===== src/rtl/dsp48a1_pkg.sv =====
// dsp48a1_pkg: OPMODE field encodings and sequencer state constants shared by the MAC sequencer
package dsp48a1_pkg;
  typedef enum logic [1:0] {X_ZERO = 2'd0, X_M = 2'd1, X_P = 2'd2, X_DAB = 2'd3} x_sel_e;
  typedef enum logic [1:0] {Z_ZERO = 2'd0, Z_PCIN = 2'd1, Z_P = 2'd2, Z_C = 2'd3} z_sel_e;
  // Upper nibble zero: post-adder adds, pre-adder bypassed, carry-in select 0
  function automatic logic [7:0] opm(input x_sel_e x, input z_sel_e z);
    return {4'b0000, z, x};
  endfunction
  localparam logic [7:0] OPM_MUL_FIRST = opm(X_M, Z_ZERO);
  localparam logic [7:0] OPM_MAC = opm(X_M, Z_P);
  localparam logic [1:0] ST_IDLE = 2'd0;
  localparam logic [1:0] ST_ISSUE = 2'd1;
  localparam logic [1:0] ST_DRAIN = 2'd2;
  localparam logic [1:0] ST_DONE = 2'd3;
endpackage


===== src/rtl/dsp48a1_mac_sequencer_if.sv =====
// dsp48a1_mac_sequencer_if: job, operand and result handshakes of the MAC sequencer
interface dsp48a1_mac_sequencer_if #(parameter int LEN_W = 16);
  logic job_valid, job_ready;
  logic [LEN_W-1:0] job_len;
  logic op_valid, op_ready;
  logic [17:0] op_a, op_b;
  logic res_valid, res_ready;
  logic [47:0] res_data;
  modport master(output job_valid, job_len, op_valid, op_a, op_b, res_ready,
                 input job_ready, op_ready, res_valid, res_data);
  modport slave(input job_valid, job_len, op_valid, op_a, op_b, res_ready,
                output job_ready, op_ready, res_valid, res_data);
endinterface


===== src/rtl/dsp48a1_valid_pipe.sv =====
// dsp48a1_valid_pipe: tags issued operand pairs so the M and P registers only clock on real data
module dsp48a1_valid_pipe #(
  parameter int MREG_LAT = 1,
  parameter int PREG_LAT = 1
) (
  input  logic clk,
  input  logic rstn,
  input  logic tag,
  output logic cem,
  output logic cep,
  output logic empty
);
  localparam int N = MREG_LAT + PREG_LAT;
  logic [N-1:0] sr;
  always_ff @(posedge clk)
    if (!rstn) sr <= '0;
    else sr <= {sr[N-2:0], tag};
  assign cem = sr[MREG_LAT-1];
  assign cep = sr[N-1];
  assign empty = ~|sr;
endmodule


===== src/rtl/dsp48a1_mac_sequencer.sv =====
// dsp48a1_mac_sequencer: streams operand pairs into one DSP48A1 slice and returns sum(A*B)
module dsp48a1_mac_sequencer
  import dsp48a1_pkg::*;
#(
  parameter int LEN_W = 16,
  parameter int MREG_LAT = 1,
  parameter int PREG_LAT = 1
) (
  input  logic clk,
  input  logic rstn,
  dsp48a1_mac_sequencer_if.slave bus,
  output logic busy,
  output logic [17:0] dsp_a,
  output logic [17:0] dsp_b,
  output logic [7:0] dsp_opmode,
  output logic dsp_cea,
  output logic dsp_ceb,
  output logic dsp_ceopmode,
  output logic dsp_cem,
  output logic dsp_cep,
  output logic dsp_rst,
  input  logic [47:0] dsp_p
);
  logic [1:0] state;
  logic [LEN_W-1:0] left;
  logic up, first, hs, empty;
  assign hs = bus.op_valid && state == ST_ISSUE;
  assign bus.job_ready = up && state == ST_IDLE;
  assign bus.op_ready = state == ST_ISSUE;
  assign bus.res_valid = state == ST_DONE;
  assign busy = state != ST_IDLE;
  assign dsp_rst = ~up;
  assign dsp_cea = hs;
  assign dsp_ceb = hs;
  assign dsp_ceopmode = hs;
  assign dsp_a = hs ? bus.op_a : '0;
  assign dsp_b = hs ? bus.op_b : '0;
  // First pair of a job overwrites P, later pairs accumulate onto it
  assign dsp_opmode = hs ? (first ? OPM_MUL_FIRST : OPM_MAC) : '0;
  dsp48a1_valid_pipe #(.MREG_LAT(MREG_LAT), .PREG_LAT(PREG_LAT)) u_pipe (
    .clk(clk), .rstn(rstn), .tag(hs), .cem(dsp_cem), .cep(dsp_cep), .empty(empty)
  );
  always_ff @(posedge clk)
    if (!rstn) begin
      state <= ST_IDLE;
      left <= '0;
      up <= 1'b0;
      first <= 1'b0;
      bus.res_data <= '0;
    end else begin
      up <= 1'b1;
      if (bus.job_valid && bus.job_ready) begin
        state <= bus.job_len == '0 ? ST_DONE : ST_ISSUE;
        left <= bus.job_len;
        first <= 1'b1;
        bus.res_data <= '0;
      end
      if (hs) begin
        left <= left - LEN_W'(1);
        first <= 1'b0;
        if (left == LEN_W'(1)) state <= ST_DRAIN;
      end
      if (state == ST_DRAIN && empty) begin
        state <= ST_DONE;
        bus.res_data <= dsp_p;
      end
      if (state == ST_DONE && bus.res_ready) state <= ST_IDLE;
    end
endmodule


===== src/flat_wrapper.sv =====
// flat-port wrapper written by rule: the top's interface ports become plain ports
module dsp48a1_mac_sequencer_flat import dsp48a1_pkg::*;
#(
  parameter int LEN_W = 16,
  parameter int MREG_LAT = 1,
  parameter int PREG_LAT = 1
)
  (clk, rstn, busy, dsp_a, dsp_b, dsp_opmode, dsp_cea, dsp_ceb, dsp_ceopmode, dsp_cem, dsp_cep, dsp_rst, dsp_p, bus_job_valid, bus_job_len, bus_op_valid, bus_op_a, bus_op_b, bus_res_ready, bus_job_ready, bus_op_ready, bus_res_valid, bus_res_data);
  dsp48a1_mac_sequencer_if #(.LEN_W(LEN_W)) bus_i ();
  input  logic clk;
  input  logic rstn;
  output logic busy;
  output logic [17:0] dsp_a;
  output logic [17:0] dsp_b;
  output logic [7:0] dsp_opmode;
  output logic dsp_cea;
  output logic dsp_ceb;
  output logic dsp_ceopmode;
  output logic dsp_cem;
  output logic dsp_cep;
  output logic dsp_rst;
  input  logic [47:0] dsp_p;
  input wire logic [$bits(bus_i.job_valid)-1:0] bus_job_valid;
  input wire logic [$bits(bus_i.job_len)-1:0] bus_job_len;
  input wire logic [$bits(bus_i.op_valid)-1:0] bus_op_valid;
  input wire logic [$bits(bus_i.op_a)-1:0] bus_op_a;
  input wire logic [$bits(bus_i.op_b)-1:0] bus_op_b;
  input wire logic [$bits(bus_i.res_ready)-1:0] bus_res_ready;
  output wire logic [$bits(bus_i.job_ready)-1:0] bus_job_ready;
  output wire logic [$bits(bus_i.op_ready)-1:0] bus_op_ready;
  output wire logic [$bits(bus_i.res_valid)-1:0] bus_res_valid;
  output wire logic [$bits(bus_i.res_data)-1:0] bus_res_data;
  assign bus_i.job_valid = bus_job_valid;
  assign bus_i.job_len = bus_job_len;
  assign bus_i.op_valid = bus_op_valid;
  assign bus_i.op_a = bus_op_a;
  assign bus_i.op_b = bus_op_b;
  assign bus_i.res_ready = bus_res_ready;
  assign bus_job_ready = bus_i.job_ready;
  assign bus_op_ready = bus_i.op_ready;
  assign bus_res_valid = bus_i.res_valid;
  assign bus_res_data = bus_i.res_data;
  dsp48a1_mac_sequencer #(.LEN_W(LEN_W), .MREG_LAT(MREG_LAT), .PREG_LAT(PREG_LAT)) u_core (.clk(clk), .rstn(rstn), .bus(bus_i), .busy(busy), .dsp_a(dsp_a), .dsp_b(dsp_b), .dsp_opmode(dsp_opmode), .dsp_cea(dsp_cea), .dsp_ceb(dsp_ceb), .dsp_ceopmode(dsp_ceopmode), .dsp_cem(dsp_cem), .dsp_cep(dsp_cep), .dsp_rst(dsp_rst), .dsp_p(dsp_p));
endmodule

===== config.mk =====
export PLATFORM = sky130hd
export DESIGN_NAME = dsp48a1_mac_sequencer_flat
export DESIGN_NICKNAME = d
export VERILOG_FILES = /design/src/rtl/dsp48a1_pkg.sv /design/src/rtl/dsp48a1_mac_sequencer_if.sv /design/src/rtl/dsp48a1_valid_pipe.sv /design/src/rtl/dsp48a1_mac_sequencer.sv /design/src/flat_wrapper.sv
export SDC_FILE = /design/constraint.sdc
export NUM_CORES = 1
export LEC_CHECK = 0
export ABC_AREA = 1
export BUFFER_PORTS_ARGS = -buffer_cell sky130_fd_sc_hd__buf_2
export CORE_MARGIN = 2
export CORE_UTILIZATION = 35
export CTS_BUF_LIST = sky130_fd_sc_hd__clkbuf_4
export CTS_CLUSTER_SIZE = 16
export DETAILED_ROUTE_END_ITERATION = 10
export PLACE_DENSITY = 0.7
export SYNTH_ARGS = -nofsm -noshare
export SYNTH_HDL_FRONTEND = slang
export SYNTH_SLANG_ARGS = --single-unit
export TNS_END_PERCENT = 30

===== constraint.sdc =====
create_clock -name clk -period 2.5 [get_ports clk]
set_input_delay 0.25 -clock clk [delete_from_list [all_inputs] [get_ports clk]]
set_output_delay 0.25 -clock clk [all_outputs]
set_load 0.02 [all_outputs]

# Word-level counts from Yosys, hierarchy flattened
# Cells that the tools add are included.
[totals]
out_inout_bits = 102
inputBits = 105
ff_bits = 70
[classes]
mux = 14
eq_ne = 4
bitwise_logic = 2
n_reduce_logical = 14
n_addsub = 1
[op_table]
columns = ["operator", "n"]
rows = [
  ["$mux W48", 2],
  ["$mux W18", 2],
  ["$mux W16", 2],
  ["$eq A16 B1 Y1 const B", 1],
  ["$logic_not A16 Y1", 1],
  ["$sub A16 B1 Y16 const B", 1],
  ["$mux W2", 5],
  ["$mux W8", 1],
  ["$reduce_bool A2 Y1", 3],
  ["$reduce_or A2 Y1", 3],
  ["$logic_and A1 B1 Y1", 5],
  ["$eq A2 B2 Y1 const B", 2],
  ["$mux W4", 1],
  ["$eq A2 B1 Y1 const B", 1],
  ["$logic_not A2 Y1", 1],
  ["$not A1 Y1", 2],
  ["$logic_not A1 Y1", 1],
  ["$mux W1", 1],
]

# Depth between registers and ports, before layout
[logic_depth]
word_depth = 7
depth_mapped = 9

# Hierarchy
# From an unflattened synthesis, not the netlist that was laid out.
[unflattened]
cells_unflattened = 532
hier_area_um2 = 3654.8
[modules_own_cells]
columns = ["mod", "n_inst", "cells_per_inst", "area_per_inst_um2"]
rows = [
  ["dsp48a1_mac_sequencer", 1, 525, 3595.9],
  ["dsp48a1_valid_pipe", 1, 7, 58.8],
]

# Worst setup path after synthesis
# OpenSTA, ideal clock, no wires.
[synth_path]
path_type = "flip-flop to output port"
start = "reg u_core.state[1]"
end = "out dsp_a[0]"
arrival_ps = 1230
required_ps = 2250
path_buffers = 3
setup_slack_ps = 1020
stages_incl_launch_ff = 7
cell_sequence = "dfxtp_1 -> buf_4 -> inv_2 -> nand3_2 -> buf_2 -> buf_2 -> nor2_1"
[synth_via]
elab_chain_cells = 3
[synth_lines]
columns = ["item", "line_no", "rtl"]
rows = [
  ["from (decl)", "dsp48a1_mac_sequencer.sv:24", "logic [1:0] state;"],
  ["from (signal assigned)", "dsp48a1_mac_sequencer.sv:53", "state <= bus.job_len == '0 ? ST_DONE : ST_ISSUE;"],
  ["$eq A2 B1 Y1", "dsp48a1_mac_sequencer.sv:27", "assign hs = bus.op_valid && state == ST_ISSUE;"],
  ["$logic_and A1 B1 Y1", "dsp48a1_mac_sequencer.sv:27", ""],
  ["$mux W18", "dsp48a1_mac_sequencer.sv:36", "assign dsp_a = hs ? bus.op_a : '0;"],
  ["to (decl)", "flat_wrapper.sv:13", "output logic [17:0] dsp_a;"],
]
# No other way between the ends.

# Final worst setup path
[layout_path]
start = "reg u_core.state[1]"
end = "out dsp_opmode[0]"
[layout_via]
elab_chain_cells = 3
[layout_lines]
columns = ["item", "line_no", "rtl"]
rows = [
  ["$eq A2 B1 Y1", "dsp48a1_mac_sequencer.sv:27", ""],
  ["$logic_and A1 B1 Y1", "dsp48a1_mac_sequencer.sv:27", ""],
  ["$mux W8", "dsp48a1_mac_sequencer.sv:39", "assign dsp_opmode = hs ? (first ? OPM_MUL_FIRST : OPM_MAC) : '0;"],
  ["to (decl)", "flat_wrapper.sv:15", "output logic [7:0] dsp_opmode;"],
]
# No other way between the ends.

==> impl_metrics.csv <==
group,metric,value,unit
run_status,status,"finished clean",
place,place_area,4650,um2
sta,tns,0,ns
synthesis,synth_top_area_cell,"dfxtp_1",
routing,wirelength,11200,um
sta,fin_ws,0.347,ns
synthesis,synth_seq_cells,70,
sta,period_needed,2.15,ns
clock_tree,cts-root-buf,"clkbuf_4",
routing,antenna_left,0,
layout,n_antenna_cell,0,
routing,initialDrtViolationCount,263,
routing,num_vias,4167,
worst_setup_path,crit_start,"u_core.state[1]",
clock_tree,htreeDepth,3,
worst_setup_path,crit-reg2reg-launch,"u_core.state[1]",
layout,stdcell_area,4780,um2
synthesis,synth.most_common_cell,"dfxtp_1",
power_and_ir_drop,powerDensity,494,nW/um2
synthesis,synth_area_leaders,"dfxtp_1, nand4_1, nand3_1",
routing,first_pass_iters,5,
routing,viasPerCell,4.97,
clock_tree,clkLatencyLatePin,0.42,ns
place,place_hpwl,8040,um
job,drv_cap,0,
synthesis,ys_types,31,
worst_setup_path,arrival,1.90,ns
synthesis,synth_edf_count,0,
power_and_ir_drop,vdd_ir_drop_max,0.000241,V
sta,fmax,464,MHz
synthesis,yosysWarnings,0,
clock_tree,cts_resized,0,
synthesis,yosysTopAreaCellShare,38.6,%
synthesis,ys_seq_area_share,38.6,%
clock_tree,postCtsHoldBufs,0,
floorplanning,design.die.area,11200,um2
synthesis,netlist_instances,522,
sta,fin_crit_sh,86.1,%
floorplanning,core,10200,um2
layout,register_area,1400,um2
global_routing,grt_pass1_wl,18000,um
sta,drv_slew,0,
layout,final_util,46.9,%
place,place_ws,0.736,ns
sta,rsz0062_at_grt,"no",
worst_setup_path,worstPathMaxFanout,17,
layout,syn_to_final_growth,31.5,%
synthesis,syn_area,3630,um2
worst_setup_path,setup.worst_path.end_class,"output port",
layout,drive_above_1_share,34.8,%
floorplanning,fp.dieW,106,um
clock_tree,cts_tree,"built",
place,port_buffers,200,
place,gp_congestion,0.906,
clock_tree,path_clk_slew,0.13,ns
worst_setup_path,critPathLaunchType,"flop",
floorplanning,num_io_pins,207,
routing,post-route-drc-count,0,
floorplanning,die-height,106,um
synthesis,async_reset_ff_share,0,%
layout,multi_input_area,1730,um2
sta,hold_viol_final,0,
layout,nFillCells,1031,
clock_tree,cts_buffers,9,
worst_setup_path,crit_required,2.25,ns
global_routing,grt_pass1_vias,3881,
global_routing,grt_usage,19.8,%
worst_setup_path,rrSetupSlack,0.74,ns
global_routing,overflow,0,
sta,whs,0.0933,ns
global_routing,grt_max_degree,49,
synthesis,ys_top_cells_by_count,"dfxtp_1, inv_1, nor2_1",
floorplanning,initial_core_util,35.7,%
worst_setup_path,r2r_cells,8,
power_and_ir_drop,p_leak,2.49,nW
sta,setup_viol,0,
routing,route.detailed.wl_per_inst,13.4,um
global_routing,antenna_found_initial,0,
layout,layout.nets,804,
clock_tree,cts_setup_buffers,0,
synthesis,syn_avg_cell_area,6.96,um2
worst_setup_path,cp-endpoint,"dsp_opmode[0]",
worst_setup_path,criticalPathCategory,"reg2out",
min_path,hold_class,"in2reg",
worst_setup_path,r2r_end,"u_core.left[10]",
clock_tree,cts_buffer_depth,2,
sta,skew,0.0159,ns
synthesis,synth_ff_type,"dfxtp_1",
floorplanning,rows,37,
clock_tree,cts_sinks,70,
## logic make-up after synthesis
group	after synthesis	share of synthesized area, %
compound gates	76	11.3
xor+xnor	5	1.21
fa+ha+maj	2	0.689
buf+inv	119	14.5
flops	70	38.6
other cells	1	0.103
simple gates	249	33.6
## layout by cell type, fill, tap and decap left out, types with 2 or more instances in the layout
cell and instances:
o211ai_1 2, nor2_4 4, nor3_1 2, nor2_2 4
ha_1 2, nand4_1 56, o221ai_1 2, o21ai_0 5
clkbuf_4 9, clkinvlp_4 3, buf_12 2, nand3b_1 2
nand3_1 60, inv_6 3, nand2_1 54, buf_4 6
nand3_2 2, conb_1 6, nor2_1 63, buf_2 200
o22ai_1 4, dfxtp_1 69, inv_2 6, xor2_1 5
a21oi_1 58, inv_1 64
## cell type report
type | instances | area share [%]
multi-input combinational | 338 | 36.2
sequential | 70 | 29.4
timing repair buffer | 208 | 22.7
inverter | 70 | 5.50
tap | 136 | 3.56
clock buffer | 9 | 1.41
clock inverter | 7 | 1.21
## worst min-delay path by stage
stage / start / end / slack (ns) / cells after the start
floorplan: rstn / u_core.up / 0.28 / 0
global placement: u_core.bus.res_data[19] / u_core.bus.res_data[19] / 0.47 / 2
detailed placement: u_core.bus.res_data[41] / u_core.bus.res_data[41] / 0.47 / 2
CTS: dsp_p[21] / u_core.bus.res_data[21] / 0.06 / 3
global route: dsp_p[14] / u_core.bus.res_data[14] / 0.04 / 3
finish: dsp_p[34] / u_core.bus.res_data[34] / 0.09 / 3
## flip-flops by register name, summed over array words and instances, names as in the netlist
name                 count
u_core.bus.res_data     48
u_core.first             1
u_core.left             16
u_core.state             2
u_core.u_pipe.sr         2
u_core.up                1
## critical path: stages, from the launching register on
cell,delay (ns)
dfxtp_2,0.45
inv_2,0.10
nand3_2,0.34
inv_2,0.39
buf_2,0.23
## where the power goes
group | internal [mW] | switching, mW
logic | 0.184 | 0.336
registers | 1.15 | 0.0287
clock network | 0.215 | 0.451
## through the flow
| step | power [mW] | instances |
|---|---|---|
| after global placement | 1.70 | 822 |
| final | 2.36 | 838 |
| after CTS | 2.39 | 838 |
| after detailed placement | 1.71 | 822 |
| after floorplan | 1.54 | 527 |
| after global routing | 2.51 | 838 |
## layer usage
layer	track usage [%]	routed length, um	up-vias
li1	-	-	2079
met1	23.5	4440	1881
met2	32.6	5540	188
met3	6.49	966	19
met4	8.36	245	0
met5	0	0	-
No activity file was read; power rests on OpenSTA's default activity.
